--- src/rtl/variable_node_serial_if.sv ---
// Stream interface of the edge-serial variable-node unit: input edge beats,
// extrinsic output messages and per-VN status.
interface variable_node_serial_if #(
  parameter int W_LLR = 8,
  parameter int W_MSG = 8
);
  logic             in_valid;
  logic             in_ready;
  logic [W_LLR-1:0] in_llr;
  logic [W_MSG-1:0] in_msg;
  logic             in_last;
  logic             out_valid;
  logic             out_ready;
  logic [W_MSG-1:0] out_msg;
  logic             out_last;
  logic             hd_valid;
  logic             hd_bit;
  logic             deg_err;

  modport master (
    output in_valid, in_llr, in_msg, in_last, out_ready,
    input  in_ready, out_valid, out_msg, out_last, hd_valid, hd_bit, deg_err
  );

  modport slave (
    input  in_valid, in_llr, in_msg, in_last, out_ready,
    output in_ready, out_valid, out_msg, out_last, hd_valid, hd_bit, deg_err
  );
endinterface

--- src/rtl/variable_node_serial.sv ---
// Edge-serial min-sum variable-node unit: accumulates one VN's check messages,
// then replays them as saturated extrinsic messages plus a hard decision.
module variable_node_serial #(
  parameter int W_LLR   = 8,
  parameter int W_MSG   = 8,
  parameter int MAX_DEG = 16
) (
  input  logic                 clk,
  input  logic                 rst,
  variable_node_serial_if.slave bus
);
  localparam int W_ACC = W_MSG + $clog2(MAX_DEG + 1) + 1;
  localparam int CW    = $clog2(MAX_DEG + 1);
  localparam int IW    = (MAX_DEG > 1) ? $clog2(MAX_DEG) : 1;
  localparam logic signed [W_ACC:0] SAT_MAX = (W_ACC + 1)'((1 <<< (W_MSG - 1)) - 1);
  localparam logic signed [W_ACC:0] SAT_MIN = -SAT_MAX;

  typedef enum logic {ACCUM, EMIT} state_t;

  state_t                  state_q, state_d;
  logic [CW-1:0]           cnt_q, cnt_d;
  logic [CW-1:0]           rd_q, rd_d;
  logic signed [W_ACC-1:0] acc_q, acc_d;
  logic                    in_ready_q, in_ready_d;
  logic                    out_valid_q, out_valid_d;
  logic                    out_last_q, out_last_d;
  logic                    hd_valid_q, hd_valid_d;
  logic                    hd_bit_q, hd_bit_d;
  logic                    deg_err_q, deg_err_d;

  logic [W_MSG-1:0]        msg_buf [MAX_DEG];
  logic                    accept, take_out;
  logic signed [W_ACC-1:0] llr_ext, msg_ext, rd_ext;
  logic signed [W_ACC:0]   diff;
  logic [W_MSG-1:0]        out_msg_c;

  assign accept   = bus.in_valid & in_ready_q;
  assign take_out = out_valid_q & bus.out_ready;
  assign llr_ext  = W_ACC'($signed(bus.in_llr));
  assign msg_ext  = W_ACC'($signed(bus.in_msg));
  assign rd_ext   = W_ACC'($signed(msg_buf[rd_q[IW-1:0]]));

  // Extrinsic message: posterior minus this edge's own input, clamped symmetrically.
  always_comb begin
    diff = (W_ACC + 1)'(acc_q) - (W_ACC + 1)'(rd_ext);
    out_msg_c = '0;
    if (out_valid_q) begin
      if (diff > SAT_MAX)      out_msg_c = SAT_MAX[W_MSG-1:0];
      else if (diff < SAT_MIN) out_msg_c = SAT_MIN[W_MSG-1:0];
      else                     out_msg_c = diff[W_MSG-1:0];
    end
  end

  always_comb begin
    state_d     = state_q;
    cnt_d       = cnt_q;
    rd_d        = rd_q;
    acc_d       = acc_q;
    in_ready_d  = in_ready_q;
    out_valid_d = out_valid_q;
    out_last_d  = out_last_q;
    hd_valid_d  = 1'b0;
    hd_bit_d    = hd_bit_q;
    deg_err_d   = deg_err_q;
    case (state_q)
      ACCUM: begin
        if (accept) begin
          cnt_d = cnt_q + 1'b1;
          acc_d = (cnt_q == '0) ? (llr_ext + msg_ext) : (acc_q + msg_ext);
          if (bus.in_last || (cnt_q == CW'(MAX_DEG - 1))) begin
            state_d     = EMIT;
            in_ready_d  = 1'b0;
            out_valid_d = 1'b1;
            out_last_d  = (cnt_q == '0);
            rd_d        = '0;
            hd_valid_d  = 1'b1;
            hd_bit_d    = acc_d[W_ACC-1];
            if (!bus.in_last) deg_err_d = 1'b1;
          end
        end
      end
      EMIT: begin
        if (take_out) begin
          if (out_last_q) begin
            state_d     = ACCUM;
            in_ready_d  = 1'b1;
            out_valid_d = 1'b0;
            out_last_d  = 1'b0;
            rd_d        = '0;
            cnt_d       = '0;
          end else begin
            rd_d       = rd_q + 1'b1;
            out_last_d = (rd_d == cnt_q - 1'b1);
          end
        end
      end
      default: state_d = ACCUM;
    endcase
  end

  always_ff @(posedge clk or posedge rst) begin
    if (rst) begin
      state_q     <= ACCUM;
      cnt_q       <= '0;
      rd_q        <= '0;
      acc_q       <= '0;
      in_ready_q  <= 1'b1;
      out_valid_q <= 1'b0;
      out_last_q  <= 1'b0;
      hd_valid_q  <= 1'b0;
      hd_bit_q    <= 1'b0;
      deg_err_q   <= 1'b0;
    end else begin
      state_q     <= state_d;
      cnt_q       <= cnt_d;
      rd_q        <= rd_d;
      acc_q       <= acc_d;
      in_ready_q  <= in_ready_d;
      out_valid_q <= out_valid_d;
      out_last_q  <= out_last_d;
      hd_valid_q  <= hd_valid_d;
      hd_bit_q    <= hd_bit_d;
      deg_err_q   <= deg_err_d;
    end
  end

  // Edge buffer needs no reset: entries are always written before being read.
  always_ff @(posedge clk) begin
    if (accept) msg_buf[cnt_q[IW-1:0]] <= bus.in_msg;
  end

  assign bus.in_ready  = in_ready_q;
  assign bus.out_valid = out_valid_q;
  assign bus.out_msg   = out_msg_c;
  assign bus.out_last  = out_last_q;
  assign bus.hd_valid  = hd_valid_q;
  assign bus.hd_bit    = hd_bit_q;
  assign bus.deg_err   = deg_err_q;
endmodule

--- src/flat_wrapper.sv ---
// flat-port wrapper written by rule: the top's interface ports become plain ports
module variable_node_serial_flat 
#(
  parameter int W_LLR   = 8,
  parameter int W_MSG   = 8,
  parameter int MAX_DEG = 16
)
  (clk, rst, bus_in_valid, bus_in_llr, bus_in_msg, bus_in_last, bus_out_ready, bus_in_ready, bus_out_valid, bus_out_msg, bus_out_last, bus_hd_valid, bus_hd_bit, bus_deg_err);
  variable_node_serial_if #(.W_LLR(W_LLR), .W_MSG(W_MSG)) bus_i ();
  input  logic clk;
  input  logic rst;
  input wire logic [$bits(bus_i.in_valid)-1:0] bus_in_valid;
  input wire logic [$bits(bus_i.in_llr)-1:0] bus_in_llr;
  input wire logic [$bits(bus_i.in_msg)-1:0] bus_in_msg;
  input wire logic [$bits(bus_i.in_last)-1:0] bus_in_last;
  input wire logic [$bits(bus_i.out_ready)-1:0] bus_out_ready;
  output wire logic [$bits(bus_i.in_ready)-1:0] bus_in_ready;
  output wire logic [$bits(bus_i.out_valid)-1:0] bus_out_valid;
  output wire logic [$bits(bus_i.out_msg)-1:0] bus_out_msg;
  output wire logic [$bits(bus_i.out_last)-1:0] bus_out_last;
  output wire logic [$bits(bus_i.hd_valid)-1:0] bus_hd_valid;
  output wire logic [$bits(bus_i.hd_bit)-1:0] bus_hd_bit;
  output wire logic [$bits(bus_i.deg_err)-1:0] bus_deg_err;
  assign bus_i.in_valid = bus_in_valid;
  assign bus_i.in_llr = bus_in_llr;
  assign bus_i.in_msg = bus_in_msg;
  assign bus_i.in_last = bus_in_last;
  assign bus_i.out_ready = bus_out_ready;
  assign bus_in_ready = bus_i.in_ready;
  assign bus_out_valid = bus_i.out_valid;
  assign bus_out_msg = bus_i.out_msg;
  assign bus_out_last = bus_i.out_last;
  assign bus_hd_valid = bus_i.hd_valid;
  assign bus_hd_bit = bus_i.hd_bit;
  assign bus_deg_err = bus_i.deg_err;
  variable_node_serial #(.W_LLR(W_LLR), .W_MSG(W_MSG), .MAX_DEG(MAX_DEG)) u_core (.clk(clk), .rst(rst), .bus(bus_i));
endmodule
--- config.mk ---
export PLATFORM = sky130hd
export DESIGN_NAME = variable_node_serial_flat
export DESIGN_NICKNAME = d
export VERILOG_FILES = /design/src/rtl/variable_node_serial_if.sv /design/src/rtl/variable_node_serial.sv /design/src/flat_wrapper.sv
export SDC_FILE = /design/constraint.sdc
export NUM_CORES = 1
export LEC_CHECK = 0
export ABC_CLOCK_PERIOD_IN_PS = 5500
export BUFFER_PORTS_ARGS = -buffer_cell sky130_fd_sc_hd__buf_2
export CORE_UTILIZATION = 50
export CTS_CLUSTER_SIZE = 20
export DETAILED_ROUTE_END_ITERATION = 12
export PLACE_DENSITY = 0.75
export SETUP_SLACK_MARGIN = 0.4
export SLEW_MARGIN = 20
export SYNTH_ARGS = -nofsm -noshare
export SYNTH_HDL_FRONTEND = slang
export SYNTH_SLANG_ARGS = --single-unit
--- constraint.sdc ---
create_clock -name clk -period 5.5 [get_ports clk]
set_input_delay 1.1 -clock clk [delete_from_list [all_inputs] [get_ports clk]]
set_output_delay 1.1 -clock clk [all_outputs]
set_load 0.02 [all_outputs]
==> results.sh, run 1 <==
export IMPL_outcome="finished with violations"
export IMPL_violations="setup timing"
export IMPL_antennaDiodeCount=0
export IMPL_gp_congestion=0.891
export IMPL_ys_flop_type="edfxtp_1"
export IMPL_grt_overflow=0
export IMPL_drv_slew=0
export IMPL_chipWidth_um=131
export IMPL_ys_types=74
export IMPL_final_cell_area_sq_mm=0.00974
export IMPL_die_area_sq_mm=0.0172
export IMPL_syn_nets=693
export IMPL_grt_max_degree=36
export IMPL_cts_sinks=159
export IMPL_final_hold_violation_count=0
export IMPL_ys_seq_area_share_pct=55.4
export IMPL_worst_setup_path_start_kind="flop"
export IMPL_worstHoldPathType="reg -> reg"
export IMPL_fmax_mhz=180
export IMPL_fin_crit_sh_pct=101
export IMPL_grt_util_all_layers_pct=23.5
export IMPL_clk_latency_ns=0.43
export IMPL_layout_drive_gt1_share_pct=26.6
export IMPL_cap_viol_max_count=0
export IMPL_start_util_pct=51.9
export IMPL_finalCriticalPeriod_ns=5.57
export IMPL_path_clk_slew_ns=0.07
export IMPL_cts_tree="yes"
export IMPL_row_count=46
export IMPL_min_from="u_core.bus.deg_err"
export IMPL_syn_to_final_growth_pct=16.9
export IMPL_ant_nets=0
export IMPL_synthCells=627
export IMPL_core_sq_mm=0.0161
export IMPL_worst_pin_slew_ns=0.989
export IMPL_synth_edf_count=128
export IMPL_multi_input_area_sq_mm=0.00371
export IMPL_setup_ws_ns=-0.0673
export IMPL_critPathKind="reg -> out"
export IMPL_p_leak_nw=3.58
export IMPL_ioPinCount=35
export IMPL_drt_first_pass_iters=5
export IMPL_cp_startpoint="u_core.rd_q[0]"
export IMPL_avgSynthCellArea_sq_um=13.3
export IMPL_critPathArrivalTime_ns=4.47
export IMPL_wl_per_cell_um=21.5
export IMPL_htreeDepth=4
export IMPL_synth_area_sq_mm=0.00834
export IMPL_post_route_drc_count=0
export IMPL_setup_violations=6
export IMPL_postRouteWirelength_mm=19.5
export IMPL_skew_ns=0.00900
export IMPL_rsz0062_at_grt="yes"
export IMPL_portBuffers=34
export IMPL_maxSlewHeadroom_pct=33.6
export IMPL_drt_initial_drc_count=636
export IMPL_antenna_found_initial=0
export IMPL_required_ns=4.40
export IMPL_clockRootBuffer="clkbuf_16"
export IMPL_vias=5518
export IMPL_grt_pass1_vias=5374
export IMPL_cts_made_buffers=17
export IMPL_power_total_mw=2.49
export IMPL_ys_async_sr_fraction_pct=19.5
export IMPL_ys_ff_latch=159
export IMPL_irDropWorstVdd_v=0.000227
export IMPL_place_area_sq_mm=0.00880
export IMPL_die_h_um=131
export IMPL_routed_via_density=6.06
export IMPL_nNetsFinal=748
export IMPL_dp_hpwl_mm=13.0
export IMPL_seqCellArea_sq_mm=0.00462
export IMPL_power_density_mw_per_mm2=256
export IMPL_fillers=1132
export IMPL_cts_buffer_depth=2
export IMPL_cp_end_kind="primary output"
export IMPL_worstPathMaxFanout=7
export IMPL_rr_startpoint="u_core.acc_q[0]"
export IMPL_ys_warn_count=0
export IMPL_grt_pass1_wl_mm=30.0
## cell type report
cell class	count	area share, %
flip-flops and latches	159	47.4
multi-input cells	417	38.1
clock buffers	17	4.37
well taps	216	2.77
clock inverters	15	1.32
repair buffers	57	4.83
inverters	30	1.18
## timing repair
item	CTS	global route
hold buffers	0	0
gates cloned	2	0
pin swaps	11	13
resized for setup	26	27
setup endpoints to repair	8	8
setup buffers	7	2
## per-stage QoR
stage	TNS, ns	hold slack, ns	cells	worst slack [ns]	util (%)
after floorplan	0	0.468	627	0.442	-
after global placement	0	0.446	868	0.325	54.8
after detailed placement	0	0.476	868	0.215	54.8
after CTS	-0.313	0.491	909	-0.0819	59.7
after global routing	-1.14	0.507	911	-0.191	60.7
final	-0.293	0.485	911	-0.0673	60.7
## logic make-up (layout without fill, tap and decap cells)
| group | count (synthesis) | in the layout | synth area share (%) |
|---|---|---|---|
| AND/OR/NAND/NOR | 177 | 177 | 10.6 |
| flip-flops | 159 | 159 | 55.4 |
| AO/OA/AOI/OAI | 117 | 117 | 9.66 |
| buffers and inverters | 51 | 119 | 2.43 |
| adder cells (fa/ha/maj) | 45 | 45 | 7.02 |
| multiplexers | 44 | 44 | 11.3 |
| XOR/XNOR | 34 | 34 | 3.57 |
## power breakdown
part	leakage, nW	switching, mW	internal, mW
clock	0.267	0.515	0.591
combinational	1.74	0.0556	0.0300
sequential	1.57	0	1.30
## cell usage after synthesis (all sizes together), types with 2 or more instances
master   instances  share of area, %
inv             30               1.4
ha              42               6.3
o211ai           3              0.33
and3             7              0.54
a211oi           4              0.42
xor2            13               1.4
fa               3              0.72
a211o            2              0.23
nor3            13              0.78
nand4            3              0.23
xnor2           21               2.2
o21a             4              0.45
o21ai           40               2.4
a21o             6              0.56
nor4             2              0.23
buf              6              0.41
mux2             2              0.27
a21boi           3              0.27
dfrtp           30               9.0
a21oi           23               1.6
o31ai            3              0.27
o2bb2ai          2              0.21
a31oi           11              0.83
nor2            49               2.2
nand3           18               1.1
and2             7              0.59
nand2           50               2.3
edfxtp         128                46
clkbuf          15              0.68
nand2b           9              0.80
mux4            40                11
or3              3              0.23
o221a            3              0.41
mux2i            2              0.24
a311oi           3              0.39
nor2b            8              0.69
o21bai           2              0.23
or2              3              0.23
## layout by cell type, fill, tap and decap left out, types with 5 or more instances in the layout
cell type | netlist | layout
buf_6 | 1 | 6
xnor2_1 | 21 | 20
nor2b_1 | 7 | 7
buf_2 | 3 | 28
a31oi_1 | 11 | 10
nor3_1 | 13 | 12
edfxtp_1 | 128 | 128
mux4_2 | 40 | 40
and3_1 | 6 | 6
buf_4 | 0 | 17
nand2b_1 | 7 | 7
nor2_1 | 48 | 46
nand2_1 | 50 | 50
inv_1 | 30 | 25
o21ai_0 | 36 | 35
clkbuf_16 | 0 | 17
ha_1 | 42 | 36
xor2_1 | 13 | 13
a21oi_1 | 21 | 20
inv_6 | 0 | 5
nand3_1 | 18 | 18
dfrtp_1 | 30 | 29
a21o_1 | 5 | 5
## state kept, by name (all words and copies together), names as in the netlist, 5 cells and up
signal	flops
u_core.acc_q	14
u_core.rd_q	5
u_core.cnt_q	5
u_core.msg_buf	128
## worst max-delay path, cell delays in order (launching register included)
cell	delay, ns
dfrtp_2	0.40
buf_12	0.15
buf_12	0.13
mux4_2	0.53
mux4_2	0.48
inv_2	0.13
ha_4	0.21
a32o_2	0.30
o21bai_4	0.22
a21o_1	0.17
mux2i_1	0.09
a211oi_2	0.27
nand4_1	0.18
nor4b_4	0.26
buf_6	0.17
o221a_1	0.20
buf_4	0.14
## path summary, 6_finish.rpt
kind,cells after the start,endpoint,slack [ns]
max reg2reg,11,u_core.acc_q[12],2.77
max in group asynchronous,3,u_core.bus.in_ready,4.42
min,1,u_core.bus.deg_err,0.48
max,16,bus_out_msg[1],-0.07
min in group asynchronous,3,u_core.cnt_q[4],0.75
min reg2reg,1,u_core.bus.deg_err,0.48
## routing by layer
layer	part of all wire (%)	vias up	GRT usage, %
met5	0	-	0
met4	3.9	0	11.9
met3	6.8	57	5.32
met2	49	255	37.4
met1	40	2711	30.4
li1	-	2495	-
No activity file was read; power rests on OpenSTA's default activity.
==> inputs of run 2 (changes only) <==
--- a/config.mk
+++ b/config.mk
@@ -7,7 +7,9 @@
 export LEC_CHECK = 0
 export ABC_CLOCK_PERIOD_IN_PS = 5500
 export BUFFER_PORTS_ARGS = -buffer_cell sky130_fd_sc_hd__buf_2
+export CORE_MARGIN = 5
 export CORE_UTILIZATION = 50
+export CTS_BUF_LIST = sky130_fd_sc_hd__clkbuf_8 sky130_fd_sc_hd__clkbuf_16
 export CTS_CLUSTER_SIZE = 20
 export DETAILED_ROUTE_END_ITERATION = 12
 export PLACE_DENSITY = 0.75
==> run 2 against run 1 <==
Against the previous run:
- the run still ends with setup timing left
- combinational power increased by 2%
- flip-flop and latch count stayed put
- die area grew 13%
- count of clock-buffer cells in the layout stayed put
- via count rose by 0.13%
- largest cell class unchanged
- first-iteration DRC count fell by 24%
- fmax is 0.58% higher
- highest routed layer unchanged
- non-clock buffer count increased by 1
- clock skew down 0.0028 ns
==> results.sh, run 2 (synthesis gave the netlist of run 1 again) <==
export IMPL_core_sq_mm=0.0165
export IMPL_ioPinCount=35
export IMPL_start_util_pct=50.6
export IMPL_chipWidth_um=139
export IMPL_worst_pin_slew_ns=1.02
export IMPL_clkPwrFrac_pct=46.8
export IMPL_final_hold_violation_count=0
export IMPL_grt_pass1_wl_mm=30.6
export IMPL_grt_pass1_vias=5443
export IMPL_postRouteWirelength_mm=19.6
export IMPL_cts_made_buffers=17
export IMPL_setup_violations=3
export IMPL_nNetsFinal=749
export IMPL_cp_end_kind="primary output"
export IMPL_pwr_share_seq_pct=49.9
export IMPL_wl_per_cell_um=21.4
export IMPL_fin_tns_setup_ns=-0.0701
export IMPL_fin_util_pct=59.2
export IMPL_power_density_mw_per_mm2=267
export IMPL_clk_latency_ns=0.42
export IMPL_syn_to_final_growth_pct=16.9
export IMPL_drv_slew=0
export IMPL_portBuffers=34
export IMPL_slowest_delay_ns=0.51
export IMPL_die_h_um=139
export IMPL_rsz0062_at_grt="yes"
export IMPL_layout_drive_gt1_share_pct=25.4
export IMPL_instances_no_fill=916
export IMPL_layout_common_cells="edfxtp_1 (128), nand2_1 (50), nor2_1 (47), mux4_2 (40), ha_1 (37)"
export IMPL_cts_tree="yes"
export IMPL_worstPathMaxFanout=5
export IMPL_p_leak_nw=3.60
export IMPL_grt_overflow=0
export IMPL_required_ns=4.40
export IMPL_pwr_share_comb_pct=3.3
export IMPL_irDropWorstVdd_v=0.000215
export IMPL_post_route_drc_count=0
export IMPL_fin_crit_sh_pct=101
export IMPL_finalCriticalPeriod_ns=5.54
export IMPL_dp_hpwl_mm=12.9
export IMPL_power_switching_uw=554
export IMPL_critPathKind="reg -> out"
export IMPL_ant_nets=0
export IMPL_routed_via_density=6.03
export IMPL_violations="setup timing"
export IMPL_critPathArrivalTime_ns=4.44
export IMPL_worst_setup_path_start_kind="flop"
export IMPL_die_area_sq_mm=0.0194
export IMPL_htreeDepth=4
export IMPL_p_int_mw=2.05
export IMPL_worstHoldPathType="reg -> reg"
export IMPL_grt_max_degree=36
export IMPL_fmax_mhz=181
export IMPL_vias=5525
export IMPL_clockRootBuffer="clkbuf_16"
export IMPL_drt_initial_drc_count=482
export IMPL_skew_ns=0.00617
export IMPL_cap_viol_max_count=0
export IMPL_cts_sinks=159
export IMPL_outcome="finished with violations"
export IMPL_cp_cell_sequence="buf_12 > buf_12 > mux4_2 > mux4_2 > ha_4 > inv_2 > fa_2 > a32o_2 > o21bai_4 > o21ai_2 > mux2i_1 > o2111ai_1 > a2111o_1 > nor2b_4 > a211o_1 > buf_2"
export IMPL_setup_ws_ns=-0.0354
export IMPL_gp_congestion=0.872
export IMPL_slowest_stage="dfrtp_4"
export IMPL_cts_buffer_depth=2
export IMPL_grt_util_all_layers_pct=20.7
export IMPL_maxSlewHeadroom_pct=31.8
export IMPL_largest_reg_flops=128
export IMPL_final_common_cell="edfxtp_1"
export IMPL_drt_first_pass_iters=8
export IMPL_dpl_cell_count=871
export IMPL_antenna_found_initial=0
export IMPL_swShare_pct=21.3
export IMPL_path_clk_slew_ns=0.06
export IMPL_power_total_mw=2.61
export IMPL_antennaDiodeCount=0
export IMPL_row_count=47
run 2: cell types whose count changed in the layout (fill, tap and decap cells not counted), sizes merged:
cell	previous run	this run
bufinv	0	3
bufbuf	1	0
clkinvlp	3	0
buf	56	58
run 2: repair_timing:
| item | 4_1_cts | 5_1_grt |
|---|---|---|
| endpoints found under the setup margin | 8 | 8 |
| hold buffers | 0 | 0 |
| gates cloned | 2 | 0 |
| setup buffers | 10 | 1 |
| gates resized for setup | 32 | 13 |
| pin swaps | 6 | 10 |
run 2: through the flow:
step | hold WS (ns) | cell area, sq um | setup WS, ns
after floorplan | 0.468 | 8340 | 0.442
after global placement | 0.455 | 8800 | 0.230
after detailed placement | 0.468 | 8800 | 0.0978
after CTS | 0.483 | 9690 | -0.0572
after global routing | 0.491 | 9750 | -0.191
final | 0.478 | 9750 | -0.0354
run 2: worst paths after layout:
check / startpoint / to / slack (ns) / cells past startpoint
setup / recovery: u_core.rd_q[0] / bus_out_msg[6] / -0.04 / 16
hold / removal: u_core.bus.deg_err / u_core.bus.deg_err / 0.48 / 1
setup reg to reg: u_core.cnt_q[0] / u_core.rd_q[0] / 2.78 / 8
hold reg to reg: u_core.bus.deg_err / u_core.bus.deg_err / 0.48 / 1
max in group asynchronous: rst / u_core.rd_q[0] / 4.40 / 3
min in group asynchronous: rst / u_core.bus.out_valid / 0.76 / 3
run 2: critical path, delay by kind of cell, from the launching register on:
family,cells,cell delay (ns)
fa+ha+maj,2,0.38
mux,3,1.17
compound gates,6,1.29
buf+inv,4,0.50
flops,1,0.51
simple gates,1,0.15
run 2: final cells by class:
cell class                      instances  area [sq um]
Sequential cell                       159          4620
Clock buffer                           17           425
Clock inverter                         15           185
Multi-Input combinational cell        417          3620
Inverter                               30           115
Fill cell                            1225          6720
Timing Repair Buffer                   58           503
Tap cell                              220           275
run 2: per-layer routing:
layer | vias up | wire length [um] | GRT usage (%)
li1 | 2497 | - | -
met1 | 2745 | 7950 | 26.9
met2 | 241 | 9840 | 34.3
met3 | 42 | 1180 | 4.07
met4 | 0 | 632 | 8.55
met5 | - | 0 | 0
run 2: power groups by stage:
stage                     Clock (mW)  Sequential, mW  Combinational (mW)
after floorplan                    0            1.33              0.0468
after global placement             0            1.33              0.0807
after detailed placement           0            1.33              0.0854
after CTS                       1.24            1.30              0.0859
after global routing            1.29            1.30              0.0979
final                           1.22            1.30              0.0869
==> inputs of run 3 (changes only) <==
==> constraint.sdc (replaced) <==
create_clock -name clk -period 5.5 [get_ports clk]
set_input_delay 1.1 -clock clk [delete_from_list [all_inputs] [get_ports clk]]
set_output_delay 1.1 -clock clk [all_outputs]
set_load 0.05 [all_outputs]
==> run 3 against run 2 <==
Against the previous run:
- the run still ends with setup timing left
- cell count increased by 0.55%
- critical path type unchanged
- power increased by 1.4%
- via count decreased by 1.9%
- worst setup slack got worse by 0.098 ns
- die area unchanged
- cell area increased by 1.5%
- worst hold slack got worse by 0.013 ns
- sequential share of layout area decreased by 0.72 points
==> results.sh, run 3 (synthesis gave the netlist of run 1 again) <==
export IMPL_pwr_share_comb_pct=3.2
export IMPL_chipWidth_um=139
export IMPL_cp_end_kind="primary output"
export IMPL_violations="setup timing"
export IMPL_final_hold_violation_count=0
export IMPL_grt_util_all_layers_pct=20.5
export IMPL_nNetsFinal=753
export IMPL_ctsHoldBuffers=0
export IMPL_setup_ws_ns=-0.134
export IMPL_clk_latency_ns=0.43
export IMPL_core_sq_mm=0.0165
export IMPL_critPathArrivalTime_ns=4.53
export IMPL_grt_pass1_wl_mm=30.3
export IMPL_cap_viol_max_count=0
export IMPL_worst_pin_slew_ns=1.14
export IMPL_syn_to_final_growth_pct=18.7
export IMPL_htreeDepth=4
export IMPL_critical_path_top_delay_family="compound AO/OA/AOI/OAI gates"
export IMPL_antenna_found_initial=1
export IMPL_worstHoldPathType="reg -> reg"
export IMPL_crit_buf_inv=5
export IMPL_min_from="u_core.bus.deg_err"
export IMPL_cts_made_buffers=17
export IMPL_fin_crit_sh_pct=102
export IMPL_p_int_mw=2.07
export IMPL_final_common_cell="edfxtp_1"
export IMPL_gp_congestion=0.825
export IMPL_cts_tree="yes"
export IMPL_slowest_stage="mux4_2"
export IMPL_power_total_mw=2.64
export IMPL_pwr_share_seq_pct=49.2
export IMPL_clockRootBuffer="clkbuf_16"
export IMPL_routed_via_density=5.89
export IMPL_layout_drive_gt1_share_pct=27.1
export IMPL_wl_per_cell_um=20.8
export IMPL_min_path_cells=1
export IMPL_start_util_pct=50.6
export IMPL_power_switching_uw=574
export IMPL_grt_overflow=0
export IMPL_finalCriticalPeriod_ns=5.63
export IMPL_rr_startpoint="u_core.cnt_q[0]"
export IMPL_cts_sinks=159
export IMPL_irDropWorstVdd_v=0.000292
export IMPL_worstPathMaxFanout=8
export IMPL_setup_violations=5
export IMPL_clkPwrFrac_pct=47.7
export IMPL_die_area_sq_mm=0.0194
export IMPL_fmax_mhz=178
export IMPL_cp_startpoint="u_core.rd_q[0]"
export IMPL_row_count=47
export IMPL_postRouteWirelength_mm=19.1
export IMPL_critPathKind="reg -> out"
export IMPL_path_clk_slew_ns=0.06
export IMPL_largest_reg_flops=128
export IMPL_post_route_drc_count=0
export IMPL_grt_max_degree=36
export IMPL_drt_initial_drc_count=469
export IMPL_rsz0062_at_grt="yes"
export IMPL_power_density_mw_per_mm2=267
export IMPL_drv_slew=0
export IMPL_rrSetupSlack_ns=2.73
export IMPL_required_ns=4.40
export IMPL_p_leak_nw=3.66
export IMPL_cts_buffer_depth=2
export IMPL_layout_common_cells="edfxtp_1 (128), nand2_1 (50), nor2_1 (45), mux4_2 (40), ha_1 (38)"
export IMPL_vias=5421
export IMPL_skew_ns=0.00753
export IMPL_r2r_worst_path_cells=8
export IMPL_cp_cell_sequence="buf_12 > buf_4 > mux4_2 > mux4_2 > inv_4 > ha_1 > o21a_1 > nand2_1 > a211oi_4 > o21ai_2 > buf_4 > a41oi_4 > nand2_1 > nor2b_4 > o221a_4 > buf_8"
export IMPL_ioPinCount=35
export IMPL_dp_hpwl_mm=12.6
export IMPL_reg2reg_to="u_core.rd_q[0]"
export IMPL_worst_setup_path_start_kind="flop"
export IMPL_ant_nets=0
export IMPL_die_h_um=139
export IMPL_slowest_delay_ns=0.54
export IMPL_outcome="finished with violations"
export IMPL_swShare_pct=21.7
export IMPL_instances_no_fill=921
export IMPL_grt_pass1_vias=5518
export IMPL_dpl_cell_count=871
export IMPL_maxSlewHeadroom_pct=23.5
export IMPL_drt_first_pass_iters=5
export IMPL_hold_end="u_core.bus.deg_err"
export IMPL_portBuffers=34
## run 3: worst max-delay path by stage
stage                     end  depth (start not counted)
6_report       bus_out_msg[4]                         16
5_1_grt        bus_out_msg[1]                         16
4_1_cts        bus_out_msg[4]                         16
3_5_place_dp   bus_out_msg[4]                         15
3_3_place_gp   bus_out_msg[6]                         14
2_1_floorplan  bus_out_msg[1]                         13
## run 3: stage by stage
stage / util, % / worst slack, ns / cell area (sq um) / TNS [ns] / hold WS [ns]
6_report: 60.1 / -0.134 / 9890 / -0.492 / 0.465
5_1_grt: 60.1 / -0.264 / 9890 / -1.51 / 0.486
4_1_cts: 59.3 / -0.115 / 9770 / -0.546 / 0.464
3_5_place_dp: 54.0 / 0.270 / 8890 / 0 / 0.451
3_3_place_gp: 54.0 / 0.374 / 8890 / 0 / 0.446
2_1_floorplan: - / 0.407 / 8440 / 0 / 0.468
## run 3: power groups by stage
stage          Clock [mW]  Combinational (mW)  Sequential (mW)
6_report             1.26              0.0837             1.30
3_5_place_dp            0              0.0839             1.33
4_1_cts              1.28              0.0841             1.30
5_1_grt              1.34              0.0942             1.30
2_1_floorplan           0              0.0468             1.33
3_3_place_gp            0              0.0797             1.33
## run 3: layer usage
metal  vias up  wire (um)  track usage [%]
li1       2513          -                -
met1      2679       7640             26.4
met2       205       9640             33.9
met3        24       1430             5.34
met4         0        429             7.16
met5         -          0                0
## run 3: final cells by class
| type | instances | area (sq um) |
|---|---|---|
| antenna | 1 | 2.50 |
| clock buffer | 17 | 425 |
| clock inverter | 15 | 221 |
| fill | 1252 | 6570 |
| inverter | 30 | 115 |
| multi-input combinational | 417 | 3720 |
| sequential | 159 | 4620 |
| tap | 220 | 275 |
| timing repair buffer | 62 | 512 |
## run 3: worst register-to-register path, delay by kind of cell, from the launching register on
family | cells | cell delay (ns)
multiplexers | 1 | 0.35
adder cells (fa/ha/maj) | 2 | 0.48
AND/OR/NAND/NOR | 4 | 0.64
AO/OA/AOI/OAI | 1 | 0.71
flip-flops | 1 | 0.47
## run 3: repair_timing
action | CTS | global route
pin swaps | 10 | 12
resized for setup | 35 | 12
endpoints found under the setup margin | 7 | 8
buffers inserted | 8 | 9
hold endpoints to repair | 0 | 0
cloned | 0 | 0
